File: src/rtl/alu_issuer.sv
// -----------------------------------------------------------------------------
// alu_issuer
//
// Purpose:
//   Sequential front end for the combinational alu. It accepts one operation on
//   a valid/ready request channel. For a legal opcode it drives the alu for
//   exactly one cycle. It then captures the alu result and overflow, and
//   presents them on a valid/ready response channel. It also keeps a sticky
//   overflow flag and a counter of completed response handshakes.
//
// Ports:
//   clk, reset            rising-edge clock, synchronous active-high reset
//   in_valid/in_ready     request handshake
//   in_command/in_a/in_b  requested opcode and operands
//   alu_enable/alu_command/alu_a/alu_b
//                         drive the alu; non-zero only while executing
//   alu_overflow/alu_result
//                         combinational alu outputs, captured at end of EXEC
//   out_valid/out_ready   response handshake
//   out_command/out_result/out_overflow/out_error
//                         captured response; out_error flags opcode 0xA-0xF
//   clear_sticky          clears sticky_overflow (a same-edge set wins)
//   sticky_overflow       set by any captured alu overflow
//   op_count              completed response handshakes, wraps silently
// -----------------------------------------------------------------------------
module alu_issuer #(
  parameter int SIZE      = 4,
  parameter int FULL_SIZE = 2 * SIZE,
  parameter int CNT_W     = 16
) (
  input  logic                 clk,
  input  logic                 reset,
  input  logic                 in_valid,
  output logic                 in_ready,
  input  logic [3:0]           in_command,
  input  logic [SIZE-1:0]      in_a,
  input  logic [SIZE-1:0]      in_b,
  output logic                 alu_enable,
  output logic [3:0]           alu_command,
  output logic [SIZE-1:0]      alu_a,
  output logic [SIZE-1:0]      alu_b,
  input  logic                 alu_overflow,
  input  logic [FULL_SIZE-1:0] alu_result,
  output logic                 out_valid,
  input  logic                 out_ready,
  output logic [3:0]           out_command,
  output logic [FULL_SIZE-1:0] out_result,
  output logic                 out_overflow,
  output logic                 out_error,
  input  logic                 clear_sticky,
  output logic                 sticky_overflow,
  output logic [CNT_W-1:0]     op_count
);

  localparam logic [1:0] IDLE = 2'd0;
  localparam logic [1:0] EXEC = 2'd1;
  localparam logic [1:0] RESP = 2'd2;

  logic [1:0]      state;
  logic [3:0]      cmd_q;
  logic [SIZE-1:0] a_q;
  logic [SIZE-1:0] b_q;
  logic            in_legal;

  // Opcodes 0x0-0x9 exist in the alu; the rest bypass it as errors.
  assign in_legal = (in_command <= 4'd9);

  // All handshake and alu-drive outputs decode from the state only, so no
  // input reaches an output combinationally.
  assign in_ready    = (state == IDLE);
  assign out_valid   = (state == RESP);
  assign alu_enable  = (state == EXEC);
  assign alu_command = (state == EXEC) ? cmd_q : 4'd0;
  assign alu_a       = (state == EXEC) ? a_q   : '0;
  assign alu_b       = (state == EXEC) ? b_q   : '0;

  // Main sequencer: latch request, execute once, hold the response until taken.
  always_ff @(posedge clk) begin
    if (reset) begin
      state        <= IDLE;
      cmd_q        <= 4'd0;
      a_q          <= '0;
      b_q          <= '0;
      out_command  <= 4'd0;
      out_result   <= '0;
      out_overflow <= 1'b0;
      out_error    <= 1'b0;
      op_count     <= '0;
    end else begin
      case (state)
        IDLE: begin
          if (in_valid) begin
            cmd_q <= in_command;
            a_q   <= in_a;
            b_q   <= in_b;
            if (in_legal) begin
              state <= EXEC;
            end else begin
              // Illegal opcodes produce an error response immediately.
              state        <= RESP;
              out_command  <= in_command;
              out_result   <= '0;
              out_overflow <= 1'b0;
              out_error    <= 1'b1;
            end
          end
        end
        EXEC: begin
          out_command  <= cmd_q;
          out_result   <= alu_result;
          out_overflow <= alu_overflow;
          out_error    <= 1'b0;
          state        <= RESP;
        end
        RESP: begin
          if (out_ready) begin
            state    <= IDLE;
            op_count <= op_count + CNT_W'(1);
          end
        end
        default: state <= IDLE;
      endcase
    end
  end

  // Sticky overflow: a capture with overflow takes priority over a clear.
  always_ff @(posedge clk) begin
    if (reset) begin
      sticky_overflow <= 1'b0;
    end else if ((state == EXEC) && alu_overflow) begin
      sticky_overflow <= 1'b1;
    end else if (clear_sticky) begin
      sticky_overflow <= 1'b0;
    end
  end

endmodule

File: config.mk
export PLATFORM = sky130hd
export DESIGN_NAME = alu_issuer
export DESIGN_NICKNAME = d
export VERILOG_FILES = /design/src/rtl/alu_issuer.sv
export SDC_FILE = /design/constraint.sdc
export NUM_CORES = 1
export LEC_CHECK = 0
export BUFFER_PORTS_ARGS = -buffer_cell sky130_fd_sc_hd__buf_2
export CORE_MARGIN = 8
export CORE_UTILIZATION = 52
export DETAILED_ROUTE_END_ITERATION = 12
export PLACE_DENSITY = 0.89
export SKIP_CTS_REPAIR_TIMING = 1
export SYNTH_ARGS = -nofsm -noshare
export SYNTH_HDL_FRONTEND = slang
export SYNTH_SLANG_ARGS = --single-unit
export TNS_END_PERCENT = 10
File: constraint.sdc
create_clock -name clk -period 4.55 [get_ports clk]
set_clock_uncertainty 0.15 [all_clocks]
set_input_delay 0 -clock clk [delete_from_list [all_inputs] [get_ports clk]]
set_output_delay 0 -clock clk [all_outputs]
set_load 0.05 [all_outputs]
==> results of run 1 <==
per-stage QoR:
| stage | power [mW] | setup WS (ns) |
|---|---|---|
| global route | 0.887 | 1.80 |
| finish | 0.853 | 1.98 |
| floorplan | 0.507 | 2.49 |
| CTS | 0.841 | 2.19 |
| global placement | 0.537 | 2.44 |
| detailed placement | 0.540 | 2.35 |
placed cells by master (no fill, tap or decap), types with 2 or more instances in the layout:
cell and instances:
nor2_1 19, dlygate4sd3_1 24, nor3_1 4, o22ai_1 2
nor2b_1 2, nand3_2 2, nand2b_1 5, xor2_1 6
dfxtp_1 45, inv_1 4, buf_2 71, clkbuf_8 6
a21oi_1 28, nand3_1 18, and2_1 13, xnor2_1 4
nand2_1 38, mux2i_1 3, a211oi_1 2
registers in the layout, summed over array words and instances, names as in the netlist:
register	flops
cmd_q	4
b_q	4
sticky_overflow	1
state	2
out_error	1
out_command	4
out_result	8
op_count	16
out_overflow	1
a_q	4
area by class of cell:
class	count	area, um^2
timing repair buffer	95	596
tap	48	60.1
clock inverter	1	30.0
multi-input combinational	167	966
clock buffer	7	86.3
fill	291	952
sequential	45	901
inverter	4	15.0
power groups by stage:
stage	clock network, mW	logic (mW)	registers, mW
2_1_floorplan	0	0.0555	0.451
3_3_place_gp	0	0.109	0.428
3_5_place_dp	0	0.111	0.428
4_1_cts	0.310	0.111	0.419
5_1_grt	0.327	0.139	0.421
6_report	0.305	0.129	0.420
cells by family (layout without fill, tap and decap cells):
group	count (synthesis)	after routing	synth area share [%]
and+or+nand+nor	113	113	31.0
DFF	45	45	46.8
AOI/OAI and AO/OA	38	38	11.1
buffers and inverters	15	107	2.93
xor gates and xnor gates	10	10	4.55
muxes	5	5	2.93
adders and majority gates	1	1	0.651
routing by layer:
| metal | track usage [%] | wire (um) | vias up |
|---|---|---|---|
| li1 | - | - | 951 |
| met1 | 17.3 | 2060 | 886 |
| met2 | 26.8 | 2780 | 58 |
| met3 | 6.88 | 384 | 10 |
| met4 | 5.96 | 104 | 0 |
| met5 | 0 | 0 | - |
worst paths after layout:
path                                  endpoint  slack, ns  cells after the start
setup / recovery  sticky_overflow$_SDFFE_PP0P_       1.98                      5
hold / removal       op_count[11]$_SDFFE_PP0P_       0.16                      2
setup reg to reg  sticky_overflow$_SDFFE_PP0P_       1.98                      5
hold reg to reg            a_q[1]$_SDFFE_PP0P_       0.30                      2
==> flow_summary.ini, run 1 <==
[setup_path]
crit_path_start = state[1]$_SDFFE_PP0P_
cp_max_fo = 23
crit_path_start_kind = flip-flop
cp_data_arrival_time_ns = 2.60
cp_top_family = buffers and inverters
slowest_delay_ns = 0.60
critPathRequiredTime_ns = 4.58
crit_slowest_cell = dlygate4sd3_1
cp_cell_sequence = nand2b_1 > inv_1 > nand2_1 > a21oi_1 > dlygate4sd3_1
worst-path-buf-inv = 2
r2r_start = state[1]$_SDFFE_PP0P_
crit_path_end_kind = flip-flop
crit_type = flip-flop to flip-flop

[power_and_ir_drop]
p_sw_share_pct = 25.9
powerDensity_nw_per_um2 = 322
p_switching_mw = 0.221
p_leak_nw = 1.24
power.share.clock_pct = 35.7
peakVddDrop_mv = 0.205
p_comb_share_pct = 15.1
seq_power_share_pct = 49.2
intPower_mw = 0.632

[sta]
worst_slew_pin_slew_ns = 0.844
hold_viol = 0
fin_crit_ns = 2.57
finalCritPeriodShare_pct = 56.5
rsz0062_at_grt = false
drv_slew = 0
tns_ns = 0
setup_viol_count_final = 0
timing.hold.ws_ns = 0.156
fmax_mhz = 389
slew_headroom_pct = 43.7

[routing]
routedWlPerCell_um = 14.5
drtIter0Drc = 113
drtAntennaViolNets = 0
drc = 0
firstDrtPassIters = 4
num_vias = 1905
avgViaCountPerCell = 5.19
finalWirelength_um = 5330

[floorplan]
dieWidth_um = 76.8
placementRows = 22
die_area_um2 = 5900
ioPinCount = 72
die-height_um = 76.8
start_util_pct = 53.3
core_um2 = 3610

[layout]
fin_area_um2 = 2650
syn_to_final_growth_pct = 38.0
drive_above_1_share_pct = 27.3
final_core_util_pct = 73.6
fin_cells = 367
nNetsFinal = 345
diodes = 0

[synth]
ys_seq_area_share_pct = 46.8
yosysMostFrequentCell = dfxtp_1
synth_cells = 227
async_flop_share_pct = 0
ys_ff_latch = 45
synth_top_area_share_pct = 46.8
synth.distinct_cells = 39
synth_edf_count = 0
synth_common_cells = dfxtp_1 (45), nand2_1 (38), a21oi_1 (28), nor2_1 (19), nand3_1 (18)
yosysWarnings = 0
synth_top_area_cell = dfxtp_1
synth.avg_cell_area_um2 = 8.47
syn-cell-area_um2 = 1920
synth_area_leaders = dfxtp_1 (47%), nand2_1 (7.4%), a21oi_1 (7.3%)
synth_fp_nets = 254
ys.flop_type = dfxtp_1

[place]
placed_area_um2 = 2300
place_inst = 335
io_buffers = 71
globalplace.congestion = 0.837
hpwl_um = 3420

[worst_hold_path]
hold_start = reset
min_path_type = primary input to flip-flop

[clock_tree]
cts_tree = built
root_buffer = clkbuf_8
htreeDepth = 2
clock-sinks = 45
cts_buffers = 5
clock_path_buffers = 2
clk_pin_slew_ns = 0.08
clkLatencyLatePin_ns = 0.29

[flow_run]
maxCapViolCount = 0

[global_route]
grt_pass1_vias = 1757
grt_pass1_wl_um = 7980
grt_max_degree = 51
overflow = 0
antenna_found_initial = 0
grt_usage_pct = 15.9

[run_status]
run_status = complete, no violations
Note: power is estimated with default switching activity, not from simulation.
==> run 2: changes to the inputs <==
--- a/config.mk
+++ b/config.mk
@@ -7,9 +7,9 @@
 export LEC_CHECK = 0
 export BUFFER_PORTS_ARGS = -buffer_cell sky130_fd_sc_hd__buf_2
 export CORE_MARGIN = 8
-export CORE_UTILIZATION = 52
+export CORE_UTILIZATION = 44
 export DETAILED_ROUTE_END_ITERATION = 12
-export PLACE_DENSITY = 0.89
+export PLACE_DENSITY = 0.81
 export SKIP_CTS_REPAIR_TIMING = 1
 export SYNTH_ARGS = -nofsm -noshare
 export SYNTH_HDL_FRONTEND = slang
==> constraint.sdc (replaced) <==
create_clock -name clk -period 2.21 [get_ports clk]
set_clock_uncertainty 0.15 [all_clocks]
set_input_delay 0 -clock clk [delete_from_list [all_inputs] [get_ports clk]]
set_output_delay 0 -clock clk [all_outputs]
set_load 0.05 [all_outputs]
==> flow_summary.ini, run 2 (synthesis gave the netlist of run 1 again) <==
[power_and_ir_drop]
p_switching_mw = 0.456
intPower_mw = 1.18
power.share.clock_pct = 31.3
seq_power_share_pct = 52.6
peakVddDrop_mv = 0.343
p_comb_share_pct = 16.1
p_leak_nw = 1.24
p_sw_share_pct = 27.8
powerDensity_nw_per_um2 = 620

[setup_path]
r2r_slack_ns = 0.32
crit_path_end_kind = primary output
cp_cell_sequence = nand2b_1 > inv_1 > buf_4 > and2_1 > buf_2
r2r_start = state[1]$_SDFFE_PP0P_
cp_data_arrival_time_ns = 1.82
worst-path-buf-inv = 3
reg2reg_to = sticky_overflow$_SDFFE_PP0P_
critPathRequiredTime_ns = 2.06
cp_max_fo = 12
crit_path_start_kind = flip-flop
crit_type = flip-flop to primary output
cp_top_family = buffers and inverters
slowest_delay_ns = 0.40
crit_slowest_cell = dfxtp_1
reg2reg_depth = 5

[routing]
avgViaCountPerCell = 5.01
drtIter0Drc = 94
drc = 0
firstDrtPassIters = 4
routedWlPerCell_um = 13.5
drtAntennaViolNets = 0
num_vias = 1865
finalWirelength_um = 5010

[clock_tree]
htreeDepth = 2
cts_buffers = 5
clock-sinks = 45
clkLatencyLatePin_ns = 0.30
cts_tree = built
root_buffer = clkbuf_8
clk_pin_slew_ns = 0.09
clock_path_buffers = 2

[sta]
worst_slew_pin_slew_ns = 0.715
rsz0062_at_grt = false
finalCritPeriodShare_pct = 89.1
fmax_mhz = 508
drv_slew = 0
setup_viol_count_final = 0
hold_viol = 0
slew_headroom_pct = 52.2
fin_crit_ns = 1.97
tns_ns = 0

[layout]
largest_register_ffs = 16
nNetsFinal = 347
final_cell_mix = buf_2 (71), dfxtp_1 (45), nand2_1 (38)
drive_above_1_share_pct = 28.1
fillers = 396
diodes = 0
final_common_cell = buf_2
final_core_util_pct = 61.6
regMostFlops = op_count
syn_to_final_growth_pct = 37.5
reg_top3 = op_count (16), out_result (8)

[global_route]
grt_pass1_wl_um = 7490
grt_pass1_vias = 1729
grt_usage_pct = 14.1
overflow = 0
grt_max_degree = 33
antenna_found_initial = 0

[floorplan]
dieWidth_um = 82.1
core_um2 = 4290
start_util_pct = 44.8
ioPinCount = 72
die_area_um2 = 6740
placementRows = 24
die-height_um = 82.1

[worst_hold_path]
hold_end = op_count[8]$_SDFFE_PP0P_
hold_depth = 2
hold_start = reset
min_path_type = primary input to flip-flop

[flow_run]
maxCapViolCount = 0

[place]
hpwl_um = 3520
globalplace.congestion = 0.820
io_buffers = 71

[run_status]
run_status = complete, no violations
[run 2: cell types whose count changed in the layout (fill, tap and decap cells not counted), sizes merged]
cell,change
clkbuf,-1
dlygate4sd3,-1
bufinv,-1
buf,+3
clkinvlp,+1
[run 2: power groups by stage]
stage,sequential (mW),clock [mW],combinational [mW]
global route,0.867,0.567,0.286
CTS,0.862,0.526,0.234
global placement,0.879,0,0.231
detailed placement,0.881,0,0.234
floorplan,0.929,0,0.114
finish,0.862,0.513,0.264
[run 2: area by class of cell]
type                    instances  area (um^2)  area share (%)
clock inverters                 1         7.51           0.284
repair buffers                 97          608            23.0
inverters                       4         15.0           0.568
well taps                      52         65.1            2.46
multi-input cells             167          966            36.5
clock buffers                   6         82.6            3.12
flip-flops and latches         45          901            34.1
[run 2: through the flow]
step / hold WS (ns) / worst slack, ns / area [um^2] / total power, mW / cells
2_1_floorplan: -0.0140 / 0.150 / 1920 / 1.04 / 227
3_3_place_gp: 0.0910 / 0.435 / 2320 / 1.11 / 342
3_5_place_dp: 0.0957 / 0.395 / 2320 / 1.11 / 342
4_1_cts: -0.220 / 0.230 / 2410 / 1.62 / 349
5_1_grt: 0.0449 / 0.102 / 2650 / 1.72 / 372
6_report: 0.0193 / 0.241 / 2650 / 1.64 / 372
[run 2: worst register-to-register path, stage by stage, from the launching register on]
cell and delay [ns]:
dfxtp_1 0.40, nand2b_1 0.20, inv_1 0.29, nand2_1 0.13, a21oi_1 0.13, dlygate4sd3_1 0.55
[run 2: worst max path at each step]
stage / slack [ns] / endpoint / cells after the start / startpoint
4_1_cts: 0.23 / alu_a[1] / 5 / state[1]$_SDFFE_PP0P_
3_3_place_gp: 0.44 / op_count[14]$_SDFFE_PP0P_ / 4 / state[1]$_SDFFE_PP0P_
3_5_place_dp: 0.39 / op_count[14]$_SDFFE_PP0P_ / 4 / state[1]$_SDFFE_PP0P_
6_report: 0.24 / alu_a[1] / 5 / state[1]$_SDFFE_PP0P_
5_1_grt: 0.10 / alu_command[0] / 5 / state[1]$_SDFFE_PP0P_
2_1_floorplan: 0.15 / op_count[13]$_SDFFE_PP0P_ / 4 / op_count[5]$_SDFFE_PP0P_
[run 2: layer usage]
layer | vias to the layer above | share of wire [%] | global-route usage [%]
met2 | 56 | 49 | 24.0
met4 | 0 | 1.9 | 6.32
met5 | - | 0 | 0
met1 | 845 | 41 | 16.1
met3 | 10 | 7.2 | 4.00
li1 | 954 | - | -
